[src/rtl/serial_frame_tx.sv]
// serial_frame_tx: parallel-to-serial frame transmitter.
// Each accepted word is sent as start(0), data LSB-first, optional even
// parity, stop(1). Every serial level is held BIT_CYCLES clocks. All state and
// the line itself launch on the rising edge, so negedge samplers downstream
// get half a cycle of margin.
module serial_frame_tx #(
    parameter int WIDTH      = 8,
    parameter int BIT_CYCLES = 1,
    parameter int PARITY_EN  = 0
) (
    input  logic             clock,
    input  logic             reset,
    input  logic [WIDTH-1:0] in_data,
    input  logic             in_valid,
    output logic             in_ready,
    output logic             out,
    output logic             busy,
    output logic             done
);

    localparam int CW = $clog2(BIT_CYCLES + 1);
    localparam int BW = (WIDTH > 1) ? $clog2(WIDTH) : 1;
    localparam logic [CW-1:0] LAST_CYC = CW'(BIT_CYCLES - 1);
    localparam logic [BW-1:0] LAST_BIT = BW'(WIDTH - 1);

    typedef enum logic [2:0] {
        IDLE,
        START,
        DATA,
        PARITY,
        STOP
    } state_t;

    state_t           state;
    logic [CW-1:0]    cyc_cnt;
    logic [BW-1:0]    bit_cnt;
    logic [WIDTH-1:0] shift_reg;
    logic             parity_bit;
    logic             bit_end;

    // The current serial level has been held for its full bit period.
    assign bit_end  = (cyc_cnt == LAST_CYC);

    // Ready in IDLE, and in the final cycle of the stop bit so a waiting word
    // can start immediately with no idle gap between frames.
    assign in_ready = (state == IDLE) || ((state == STOP) && bit_end);

    // Frame sequencer: owns the state, bit timing, shift register and the
    // registered line/busy/done outputs.
    always_ff @(posedge clock or negedge reset) begin
        if (!reset) begin
            state      <= IDLE;
            cyc_cnt    <= '0;
            bit_cnt    <= '0;
            shift_reg  <= '0;
            parity_bit <= 1'b0;
            out        <= 1'b1;
            busy       <= 1'b0;
            done       <= 1'b0;
        end else begin
            done <= 1'b0;
            case (state)
                IDLE: begin
                    out  <= 1'b1;
                    busy <= 1'b0;
                    if (in_valid) begin
                        shift_reg  <= in_data;
                        parity_bit <= ^in_data;
                        cyc_cnt    <= '0;
                        bit_cnt    <= '0;
                        out        <= 1'b0;
                        busy       <= 1'b1;
                        state      <= START;
                    end
                end
                START: begin
                    if (bit_end) begin
                        cyc_cnt   <= '0;
                        bit_cnt   <= '0;
                        out       <= shift_reg[0];
                        shift_reg <= shift_reg >> 1;
                        state     <= DATA;
                    end else begin
                        cyc_cnt <= cyc_cnt + 1'b1;
                    end
                end
                DATA: begin
                    if (bit_end) begin
                        cyc_cnt <= '0;
                        if (bit_cnt == LAST_BIT) begin
                            if (PARITY_EN != 0) begin
                                out   <= parity_bit;
                                state <= PARITY;
                            end else begin
                                out   <= 1'b1;
                                state <= STOP;
                            end
                        end else begin
                            bit_cnt   <= bit_cnt + 1'b1;
                            out       <= shift_reg[0];
                            shift_reg <= shift_reg >> 1;
                        end
                    end else begin
                        cyc_cnt <= cyc_cnt + 1'b1;
                    end
                end
                PARITY: begin
                    if (bit_end) begin
                        cyc_cnt <= '0;
                        out     <= 1'b1;
                        state   <= STOP;
                    end else begin
                        cyc_cnt <= cyc_cnt + 1'b1;
                    end
                end
                STOP: begin
                    if (bit_end) begin
                        done    <= 1'b1;
                        cyc_cnt <= '0;
                        if (in_valid) begin
                            shift_reg  <= in_data;
                            parity_bit <= ^in_data;
                            bit_cnt    <= '0;
                            out        <= 1'b0;
                            busy       <= 1'b1;
                            state      <= START;
                        end else begin
                            out   <= 1'b1;
                            busy  <= 1'b0;
                            state <= IDLE;
                        end
                    end else begin
                        cyc_cnt <= cyc_cnt + 1'b1;
                    end
                end
                default: begin
                    cyc_cnt <= '0;
                    out     <= 1'b1;
                    busy    <= 1'b0;
                    state   <= IDLE;
                end
            endcase
        end
    end

endmodule

[config.mk]
export PLATFORM = sky130hd
export DESIGN_NAME = serial_frame_tx
export DESIGN_NICKNAME = d
export VERILOG_FILES = /design/src/rtl/serial_frame_tx.sv
export SDC_FILE = /design/constraint.sdc
export NUM_CORES = 1
export LEC_CHECK = 0
export ABC_CLOCK_PERIOD_IN_PS = 5550
export CAP_MARGIN = 5
export CORE_UTILIZATION = 54
export DETAILED_ROUTE_END_ITERATION = 12
export PLACE_DENSITY_LB_ADDON = 0.25
export SLEW_MARGIN = 20
export SYNTH_ARGS = -nofsm -noshare
export SYNTH_HDL_FRONTEND = slang
export SYNTH_SLANG_ARGS = --single-unit
[constraint.sdc]
create_clock -name clock -period 5.55 [get_ports clock]
set_input_delay 1.11 -clock clock [delete_from_list [all_inputs] [get_ports clock]]
set_output_delay 1.11 -clock clock [all_outputs]
set_load 0.005 [all_outputs]
==> Word level (Yosys, flattened, before mapping) <==
Cells that the tools add are included.
{ "classes": {"muxes": 35, "reduce_logical": 10, "eq_ne": 12, "bitwise": 2, "n_addsub": 2} }
{ "ops": {"columns": ["operator", "count"], "rows": [
  ["$mux 8", 5],
  ["$mux 3", 11],
  ["$pmux 8 s4", 1],
  ["$pmux 3 s5", 1],
  ["$ne 2x2->1 const B", 7],
  ["$mux 1", 13],
  ["$pmux 3 s4", 1],
  ["$eq 3x2->1 const B", 2],
  ["$eq 3x3->1 const B", 2],
  ["$reduce_and 6->1", 1],
  ["$pmux 1 s5", 1],
  ["$reduce_and 5->1", 1],
  ["$reduce_and 4->1", 1],
  ["$reduce_bool 4->1", 1],
  ["$reduce_or 4->1", 1],
  ["$add 3x1->3 const B", 1],
  ["$eq 3x1->1 const B", 1],
  ["$logic_not 3->1", 1],
  ["$pmux 1 s3", 1],
  ["$reduce_or 3->1", 1],
  ["$not 1->1", 2],
  ["$pmux 1 s2", 1],
  ["$reduce_and 2->1", 1],
  ["$add 1x1->1 const B", 1],
  ["2 further kinds", 2]
]} }
{ "totals": {"reg_bits": 18, "in_bits": 11} }

==> Logic depth before layout (Yosys ltp) <==
Gate-level depths: netlist (run 1).
{ "depth": {"word_depth": 4, "depth_mapped": 6} }

==> Worst setup path after synthesis (run 1) <==
No wires, ideal clock.
{ "synth_path": {"kind": "input to register", "from": "in in_valid", "to": "reg bit_cnt[0]", "path_slack_ps": 3510, "required_ps": 5425, "stages": 3, "setup_time_ps": 125, "arrival_ps": 1915, "cell_sequence": "nor3b_4 -> or3_4 -> mux2_4"} }
{ "synth_via": {"elab_chain_len": 3} }
{ "synth_rtl": {"columns": ["item", "line_no", "text"], "rows": [
  ["start: declaration", "14", "input logic in_valid,"],
  ["$mux 3 *", null, null],
  ["$mux 3", null, null],
  ["$pmux 3 s4 *", null, null],
  ["end signal: assignment", "99", "bit_cnt <= bit_cnt + 1'b1;"],
  ["end: declaration", "36", "logic [BW-1:0] bit_cnt;"]
]} }
Every way passes the cells marked *; elsewhere a longest branch is shown, timed or not. The select of a mux whose other input is x is not followed.
A chain may end at the register's enable or synchronous reset.

==> Final worst setup path (run 1) <==
{ "layout_path": {"from": "reg state[0]", "to": "out in_ready"} }
{ "layout_via": {"elab_chain_len": 3, "word_cells_on_any_way": 4, "classes_between": "eq/ne (1); reduce/logical (3)"} }
{ "layout_rtl": {"columns": ["item", "line_no", "text"], "rows": [
  ["start: declaration", "34", "state_t state;"],
  ["start signal: assignment", "52", "state <= IDLE;"],
  ["start signal: assignment", "73", "state <= START;"],
  ["start signal: assignment", "82", "state <= DATA;"],
  ["$eq 3x3->1", "46", "assign in_ready = (state == IDLE) || ((state == STOP) && bit_end);"],
  ["$logic_and 1x1->1", "46", null],
  ["$logic_or 1x1->1 *", "46", null],
  ["end: declaration", "15", "output logic in_ready,"]
]} }
Every way passes the cells marked *; elsewhere a longest branch is shown, timed or not.

==> out/qor.csv, run 1 <==
metric,value,unit
rsz0062_at_grt,false,
syn-num-nets,93,
maxSlewViolCount,0,
p_per_area,546.7,nW/um^2
synth_area,867.1,um^2
syn_inst,80,
n_antenna_cell,0,
overflow,0,
ys_async_sr_fraction,1.000,
finalWorstPathRequiredPeriod,2.675,ns
cts-root-buf,clkbuf_4,
post_cts_resized,0,
port_buffers,14,
fp-row-count,14,
clock_skew,0.006521,ns
worstMarginPinSlew,0.7444,ns
cts_tree,done,
cts.path.max_buffers,2,
ys_ff_latch,17,
clkTransAtPathRegs,0.10,ns
synth_edf_count,0,
holdWs,0.5111,ns
gp_congestion,0.8052,
critPathKind,reg2out,
max_freq,373.8,MHz
synth_flop_cell,dfrtp_1,
core_area,1506,um^2
critPathCaptureType,output pin,
yosys-top-cells-count,"dfrtp_1, nand3_1, o21ai_0, a31oi_1, nor4_1",
die_width,42.07,um
cts_htree_levels,1,
finalSetupViolations,0,
finalNetCount,108,
dr.pass1.iters,4,
maxSlewHeadroom,0.5022,
routed_wl,1.548,mm
min_path_type,reg2reg,
ys_top_cells_by_area,"dfrtp_1, a31oi_1, nor4_1",
track_usage,0.2048,
ys.warnings.count,0,
antenna_found_initial,0,
clkLatencyLatePin,0.29,ns
drv_cap,0,
synth_most_common_cell,dfrtp_1,
cp_slowest_cell,dfrtp_1,
cp.arrival,1.57,ns
post-dp-hpwl,1.073,mm
yosysSeqAreaShare,0.4921,
drcViolationCount,0,
initial_core_util,0.5756,
vias,653,
synth.top_cell.area_share,0.4618,
cp_cell_sequence,nor2_1 > clkdlybuf4s50_1,
status,"finished, final reports clean",
cts_inserted_buffers,3,
drt_iter0_markers,13,
largest_reg_flops,8,
instances_no_fill,110,
crit_fanout,10,
syn_to_final_growth,17.75,%
cts-hold-fix-buffers,0,
ant_nets,0,
cts_setup_buffers,0,
ir_worst_vdd,0.0002823,V
cp.required,4.44,ns
cp_slowest_stage_delay,0.56,ns
fin_crit_sh,0.4820,
num_io_pins,15,
cts.sinks,17,
grt_pass1_wl,2.725,mm
grt_pass1_vias,579,
grt_start_max_net_pins,18,
syn_area_per_cell,10.84,um^2
setup_tns,0,ns
die_h,42.07,um
finalHoldViolCount,0,
synth_top_area_cell,dfrtp_1,
start_kind,flip-flop,
synth_cell_type_count,26,
power.leakage,0.4265,nW
viasPerCell,5.936,
routedWlPerCell,14.07,um
dp_cells,106,
drive_gt1_frac,0.1170,
fillers,113,
dieArea,1770,um^2
routing by layer:
layer  wire length, um  part of all wire  vias to the layer above  track usage
met1               728              0.47                      291       0.3011
met4                42             0.027                        0      0.07500
met2               677              0.44                       36       0.3031
met5                 0                 0                        -            0
li1                  -                 -                      320            -
met3                98             0.063                        6      0.03879
logic make-up after synthesis:
kind of cell | after synthesis | share of synthesized area
buf+inv | 8 | 0.05627
mux | 4 | 0.05194
simple gates | 31 | 0.2453
flops | 17 | 0.4921
xor+xnor | 2 | 0.02021
fa+ha+maj | 2 | 0.02886
compound gates | 16 | 0.1053
layout make-up:
class	instances	area, um^2	share of cell area
Multi-Input combinational cell	55	391.6	0.3836
Timing Repair Buffer	14	140.1	0.1373
Sequential cell	17	426.7	0.4179
Tap cell	16	20.02	0.01961
Clock inverter	1	5.005	0.004902
Clock buffer	3	22.52	0.02206
Inverter	4	15.01	0.01471
placed cells by master (no fill, tap or decap), types with 2 or more instances in the layout:
| cell type | synthesis | routed |
|---|---|---|
| nor2_1 | 3 | 3 |
| nand2_1 | 4 | 4 |
| mux2i_1 | 3 | 3 |
| nor3_1 | 2 | 2 |
| clkdlybuf4s50_1 | 0 | 14 |
| clkbuf_4 | 0 | 3 |
| dfrtp_1 | 16 | 16 |
| nand3_1 | 8 | 8 |
| ha_1 | 2 | 2 |
| a31oi_1 | 7 | 7 |
| o21ai_0 | 8 | 8 |
| nor3b_4 | 2 | 2 |
| inv_1 | 3 | 3 |
| nor4_1 | 7 | 7 |
final timing paths:
path                              start      endpoint  slack (ns)  depth (start not counted)
max reg2reg                  bit_cnt[0]    bit_cnt[0]        3.49                          5
max                            state[0]      in_ready        2.87                          2
max in group asynchronous         reset  shift_reg[0]        3.83                          1
min reg2reg                shift_reg[0]           out        0.51                          2
min                        shift_reg[0]           out        0.51                          2
min in group asynchronous         reset          done        1.25                          1
per-stage QoR:
step	setup WS, ns	utilization	power (W)	instance area (um^2)
after floorplan	3.510	-	0.0004366	867.1
after global placement	2.876	0.6595	0.0004880	993.5
after detailed placement	2.888	0.6595	0.0004945	993.5
after CTS	2.859	0.6777	0.0005601	1021
after global routing	2.769	0.6777	0.0006017	1021
final	2.875	0.6777	0.0005582	1021
critical path: cells and delay by family, from the launching register on:
family	cells	cell delay, ns
flip-flops	1	0.56
buffers and inverters	1	0.52
AND/OR/NAND/NOR	1	0.20
report_power, final:
group	total (W)	switching, W	internal (W)	leakage [nW]
sequential	0.000234	0.0000538	0.000180	0.208
clock	0.0000652	0.0000385	0.0000268	0.0177
combinational	0.000259	0.000129	0.000130	0.201
total	0.000558	0.000222	0.000336	0.427
(Power assumes the default switching activity.)
==> run 2: changes to the inputs <==
ABC_CLOCK_PERIOD_IN_PS = 2500   (was 5550)
CORE_UTILIZATION = 50   (was 54)
clock period = 2.5 ns   (was 5.55 ns; I/O delays follow)
==> run 2 against run 1 <==
  * Core utilization down 1.4 points
  * Cell count grew 1.8%
  * Count of clock-buffer cells in the layout grew 1
  * Register-to-register slack got worse by 2.9 ns
  * Sequential share of layout area down 0.56 points
  * Power up 130%
  * Via count grew 3.5%
  * Final area increased by 1.3%
  * Global-route usage grew 1.5 points
  * Setup slack got worse by 2.4 ns
  * Wire length up 4.5%
  * Largest cell class unchanged
  * Largest power group unchanged
==> out/qor.csv, run 2 (synthesis gave the netlist of run 1 again) <==
metric,value,unit,change
status,"finished, final reports clean",,
cts_htree_levels,1,,unchanged
dieArea,1905,um^2,+7.6%
ant_nets,0,,unchanged
power.leakage,0.4341,nW,+1.8%
initial_core_util,0.5562,,-0.01940
gp_congestion,0.7676,,-4.7%
r2r_cells,6,,+1
cts_tree,done,,
cp_cell_sequence,nor2_1 > clkdlybuf4s50_1,,
finalHoldViolCount,0,,unchanged
finalWorstPathRequiredPeriod,2.054,ns,
place_area,1008,um^2,+1.5%
grt_start_max_net_pins,18,,unchanged
antenna_found_initial,0,,unchanged
drv_cap,0,,unchanged
grt_pass1_wl,2.946,mm,+8.1%
cts-hold-fix-buffers,0,,unchanged
cp_slowest_stage_delay,0.55,ns,about the same
n_antenna_cell,0,,unchanged
fin_area,1035,um^2,+1.3%
viasPerCell,6.036,,+1.7%
largest_reg_flops,8,,unchanged
cts_setup_buffers,0,,unchanged
post_cts_resized,0,,unchanged
die_h,43.65,um,+3.7%
track_usage,0.2198,,+0.01504
regToRegSetupSlack,0.56,ns,-2.93 ns
grt_pass1_vias,691,,+19%
fin_crit_sh,0.8215,,
worstMarginPinSlew,0.7592,ns,+0.01481 ns
min_path_type,reg2reg,,
crit_fanout,10,,unchanged
overflow,0,,unchanged
setup_tns,0,ns,unchanged
cp_slowest_cell,dfrtp_1,,
clock_skew,0.002396,ns,-0.004125 ns
dp_cells,108,,+1.9%
start_kind,flip-flop,,
finalNetCount,110,,+1.9%
cts.path.max_buffers,2,,unchanged
crit_path_start,state[0],,
fillers,128,,+13%
layout_commonest_cell,dfrtp_1,,
port_buffers,14,,unchanged
fp-row-count,14,,unchanged
instances_no_fill,112,,+1.8%
max_freq,486.9,MHz,
dr.pass1.iters,4,,unchanged
rsz0062_at_grt,false,,
p_per_area,1219,nW/um^2,+120%
die_width,43.65,um,+3.7%
r2r-end,bit_cnt[0],,
vias,676,,+3.5%
drive_gt1_frac,0.1250,,+0.007979
maxSlewHeadroom,0.4923,,-0.009904
ir_worst_vdd,0.0006021,V,+110%
num_io_pins,15,,unchanged
maxSlewViolCount,0,,unchanged
cts.sinks,17,,unchanged
syn_to_final_growth,19.34,%,
core_area,1559,um^2,+3.5%
finalSetupViolations,0,,unchanged
critPathCaptureType,output pin,,
post-dp-hpwl,1.114,mm,+3.8%
netSwitchingFraction,0.3928,,-0.004552
routedWlPerCell,14.45,um,+2.7%
power_frac_seq,0.407,,-0.011
routed_wl,1.618,mm,+4.5%
cts-root-buf,clkbuf_4,,
final_cell_mix,"dfrtp_1, clkdlybuf4s50_1, nand3_1, o21ai_0",,
drt_iter0_markers,13,,unchanged
cp.arrival,1.55,ns,-0.02 ns
clkTransAtPathRegs,0.10,ns,about the same
cellInternalPower,0.0007657,W,+130%
drcViolationCount,0,,unchanged
r2r-start,bit_cnt[0],,
p_sw,0.0004954,W,+120%
critPathKind,reg2out,,
combPwrFrac,0.478,,+0.013
hp-start,shift_reg[0],,
cp.required,2.00,ns,-2.44 ns
cts_inserted_buffers,3,,unchanged
power_frac_clock,0.115,,-0.002
clkLatencyLatePin,0.29,ns,about the same
cp-endpoint,in_ready,,
==> run 2: cell count changes in the layout (fill, tap and decap cells not counted) <==
cell      delta
buf_4        +2
clkbuf_1     +1
clkinv_2     -1
==> run 2: worst min-delay path by stage <==
stage / slack, ns / cells past startpoint / end
floorplan: 0.20 / 0 / bit_cnt[0]
global placement: 0.49 / 2 / out
detailed placement: 0.50 / 2 / out
CTS: 0.51 / 2 / out
global route: 0.53 / 2 / out
finish: 0.51 / 2 / out
==> run 2: area by class of cell <==
cell class | instances | area (um^2) | share of cell area
repair buffers | 16 | 155.1 | 0.1499
well taps | 16 | 20.02 | 0.01935
multi-input cells | 55 | 391.6 | 0.3785
clock buffers | 4 | 26.28 | 0.02539
flip-flops and latches | 17 | 426.7 | 0.4123
inverters | 4 | 15.01 | 0.01451
==> run 2: routing by layer <==
metal  wire length (um)  vias up  share of wire  track usage
li1                   -      329              -            -
met1                756      322           0.47       0.2796
met2                773       23           0.48       0.3313
met3                 70        2          0.043      0.05000
met4                 18        0          0.011       0.1500
met5                  0        -              0            0
==> run 2: power groups by stage <==
stage               logic [W]  clock network, W  registers, W
finish               0.000603          0.000146      0.000513
global route         0.000678          0.000164      0.000530
CTS                  0.000610          0.000154      0.000514
detailed placement   0.000606                 0      0.000521
global placement     0.000589                 0      0.000514
floorplan            0.000514                 0      0.000455
==> run 2: stage by stage <==
stage	power [W]	utilization	setup slack [ns]	hold WS [ns]
final	0.001261	0.6637	0.4463	0.5090
after global routing	0.001372	0.6637	0.3422	0.5327
after detailed placement	0.001127	0.6469	0.5530	0.4973
after CTS	0.001278	0.6637	0.4324	0.5114
after global placement	0.001103	0.6469	0.5697	0.4868
after floorplan	0.0009693	-	0.6748	0.2044
==> run 2: worst max-delay path, delay by kind of cell (launching register included) <==
kind / cells / cell delay, ns
buffers and inverters: 1 / 0.52
flip-flops: 1 / 0.55
AND/OR/NAND/NOR: 1 / 0.20
==> run 3: changes to the inputs <==
ABC_CLOCK_PERIOD_IN_PS = 1700   (was 2500)
CORE_UTILIZATION = 45   (was 50)
clock period = 1.7 ns   (was 2.5 ns; I/O delays follow)
==> run 3 against run 2 <==
  * Power grew 64%
  * Register-to-register slack lost 0.49 ns
  * Sequential power grew 35%
  * Largest power group unchanged
  * Wire length grew 15%
  * Clock power grew 51%
  * Global-route usage shrank 1.2 points
  * Combinational power grew 92%
  * Core utilization shrank 0.70 points
  * Critical path depth grew 3
==> out/qor.csv, run 3 (synthesis gave the netlist of run 1 again) <==
metric,value,unit,change
r2r_cells,5,,-1
cts-root-buf,clkbuf_4,,
track_usage,0.2082,,-0.01159
routed_wl,1.863,mm,+15%
fp-row-count,15,,+1
die_h,45.90,um,+5.2%
routedWlPerCell,14.11,um,-2.3%
initial_core_util,0.4915,,-0.06469
cp.arrival,1.81,ns,+0.26 ns
finalSetupViolations,0,,unchanged
power.leakage,0.5016,nW,+16%
gp_congestion,0.7777,,+1.3%
drcViolationCount,0,,unchanged
cts.sinks,17,,unchanged
core_area,1764,um^2,+13%
cts_tree,done,,
worstMarginPinSlew,0.3154,ns,-0.4438 ns
cts_inserted_buffers,3,,unchanged
clkTransAtPathRegs,0.11,ns,about the same
finalHoldViolCount,0,,unchanged
layout_commonest_cell,dfrtp_1,,
fin_crit_sh,0.9577,,
critPathCaptureType,flip-flop,,
finalWorstPathRequiredPeriod,1.628,ns,
antenna_found_initial,0,,unchanged
grt_pass1_wl,3.098,mm,+5.2%
fillers,174,,+36%
start_kind,flip-flop,,
drive_gt1_frac,0.2710,,+0.1460
r2r-start,bit_cnt[0],,
post-dp-hpwl,1.334,mm,+20%
dieArea,2106,um^2,+11%
rsz0062_at_grt,true,,
max_freq,614.2,MHz,
vias,740,,+9.5%
p_per_area,1790,nW/um^2,+47%
status,"finished, final reports clean",,
drt_iter0_markers,21,,+8
ant_nets,0,,unchanged
regToRegSetupSlack,0.07,ns,-0.49 ns
clock_skew,0.009543,ns,+0.007147 ns
dp_cells,126,,+17%
grt_start_max_net_pins,12,,-6
min_path_type,in2async,,
critPathKind,reg2reg,,
cts.path.max_buffers,2,,unchanged
cp.required,1.88,ns,-0.12 ns
drv_cap,0,,unchanged
maxSlewViolCount,0,,unchanged
viasPerCell,5.606,,-7.1%
overflow,0,,unchanged
final_cell_mix,"dfrtp_1, clkdlybuf4s50_1, buf_4",,
cts_htree_levels,1,,unchanged
clkLatencyLatePin,0.30,ns,about the same
maxSlewHeadroom,0.7893,,+0.2970
n_antenna_cell,0,,unchanged
die_width,45.90,um,+5.2%
instances_no_fill,132,,+18%
r2r-end,bit_cnt[0],,
crit_fanout,3,,-7
grt_pass1_vias,699,,+1.2%
finalNetCount,121,,+10%
place_area,1102,um^2,+9.3%
syn_to_final_growth,33.62,%,
port_buffers,14,,unchanged
largest_reg_flops,8,,unchanged
holdWs,0.2796,ns,-0.2294 ns
ir_worst_vdd,0.0007746,V,+29%
dr.pass1.iters,4,,unchanged
cts-hold-fix-buffers,0,,unchanged
fin_area,1159,um^2,+12%
num_io_pins,15,,unchanged
-- run 3: cell types whose count changed in the layout (fill, tap and decap cells not counted), sizes merged --
| cell | delta |
|---|---|
| clkinv | +1 |
| dlymetal6s2s | +2 |
| clkbuf | -1 |
| buf | +11 |
| clkdlybuf4s50 | -2 |
-- run 3: report_power, final --
group,switching (W),internal (W)
registers,0.000101,0.000591
clock network,0.000133,0.0000876
logic,0.000557,0.000604
-- run 3: worst max-delay path, stage by stage (launching register included) --
cell	delay, ns
dfrtp_1	0.42
ha_2	0.19
ha_4	0.16
nor4b_4	0.27
or3_4	0.19
mux2_4	0.29
-- run 3: worst max path at each step --
| stage | cells after the start | endpoint | start |
|---|---|---|---|
| finish | 5 | bit_cnt[0] | bit_cnt[0] |
| global route | 6 | shift_reg[7] | bit_cnt[0] |
| CTS | 6 | bit_cnt[1] | bit_cnt[0] |
| detailed placement | 5 | bit_cnt[1] | in_valid |
| global placement | 4 | bit_cnt[0] | in_valid |
| floorplan | 5 | bit_cnt[0] | bit_cnt[0] |
-- run 3: final cells by class --
class / count / area, um^2 / area share
Sequential cell: 17 / 429.2 / 0.3704
Multi-Input combinational cell: 55 / 409.1 / 0.3531
Timing Repair Buffer: 27 / 246.5 / 0.2127
Tap cell: 25 / 31.28 / 0.02700
Clock buffer: 3 / 22.52 / 0.01944
Inverter: 4 / 15.01 / 0.01296
Clock inverter: 1 / 5.005 / 0.004320
-- run 3: metal layers --
metal / track usage / wire, um / part of all wire
met1: 0.2598 / 780 / 0.42
met2: 0.3352 / 960 / 0.52
met3: 0.04762 / 87 / 0.047
met4: 0.1000 / 35 / 0.019
met5: 0 / 0 / 0
-- run 3: what timing repair did --
| action | CTS | global route |
|---|---|---|
| pin swaps | 0 | 2 |
| gates resized for setup | 3 | 3 |
| buffers inserted | 2 | 0 |
| endpoints found under the hold margin | 0 | 0 |
| endpoints found under the setup margin | 1 | 6 |
-- run 3: per-stage QoR --
| stage | setup slack [ns] | total power, W | TNS (ns) | util |
|---|---|---|---|---|
| final | 0.07192 | 0.002074 | 0 | 0.6567 |
| after global routing | -0.02274 | 0.002239 | -0.03269 | 0.6567 |
| after CTS | 0.006403 | 0.002076 | 0 | 0.6518 |
| after detailed placement | 0.02176 | 0.001822 | 0 | 0.6248 |
| after global placement | 0.03109 | 0.001783 | 0 | 0.6248 |
| after floorplan | -0.07258 | 0.001431 | -0.1240 | - |
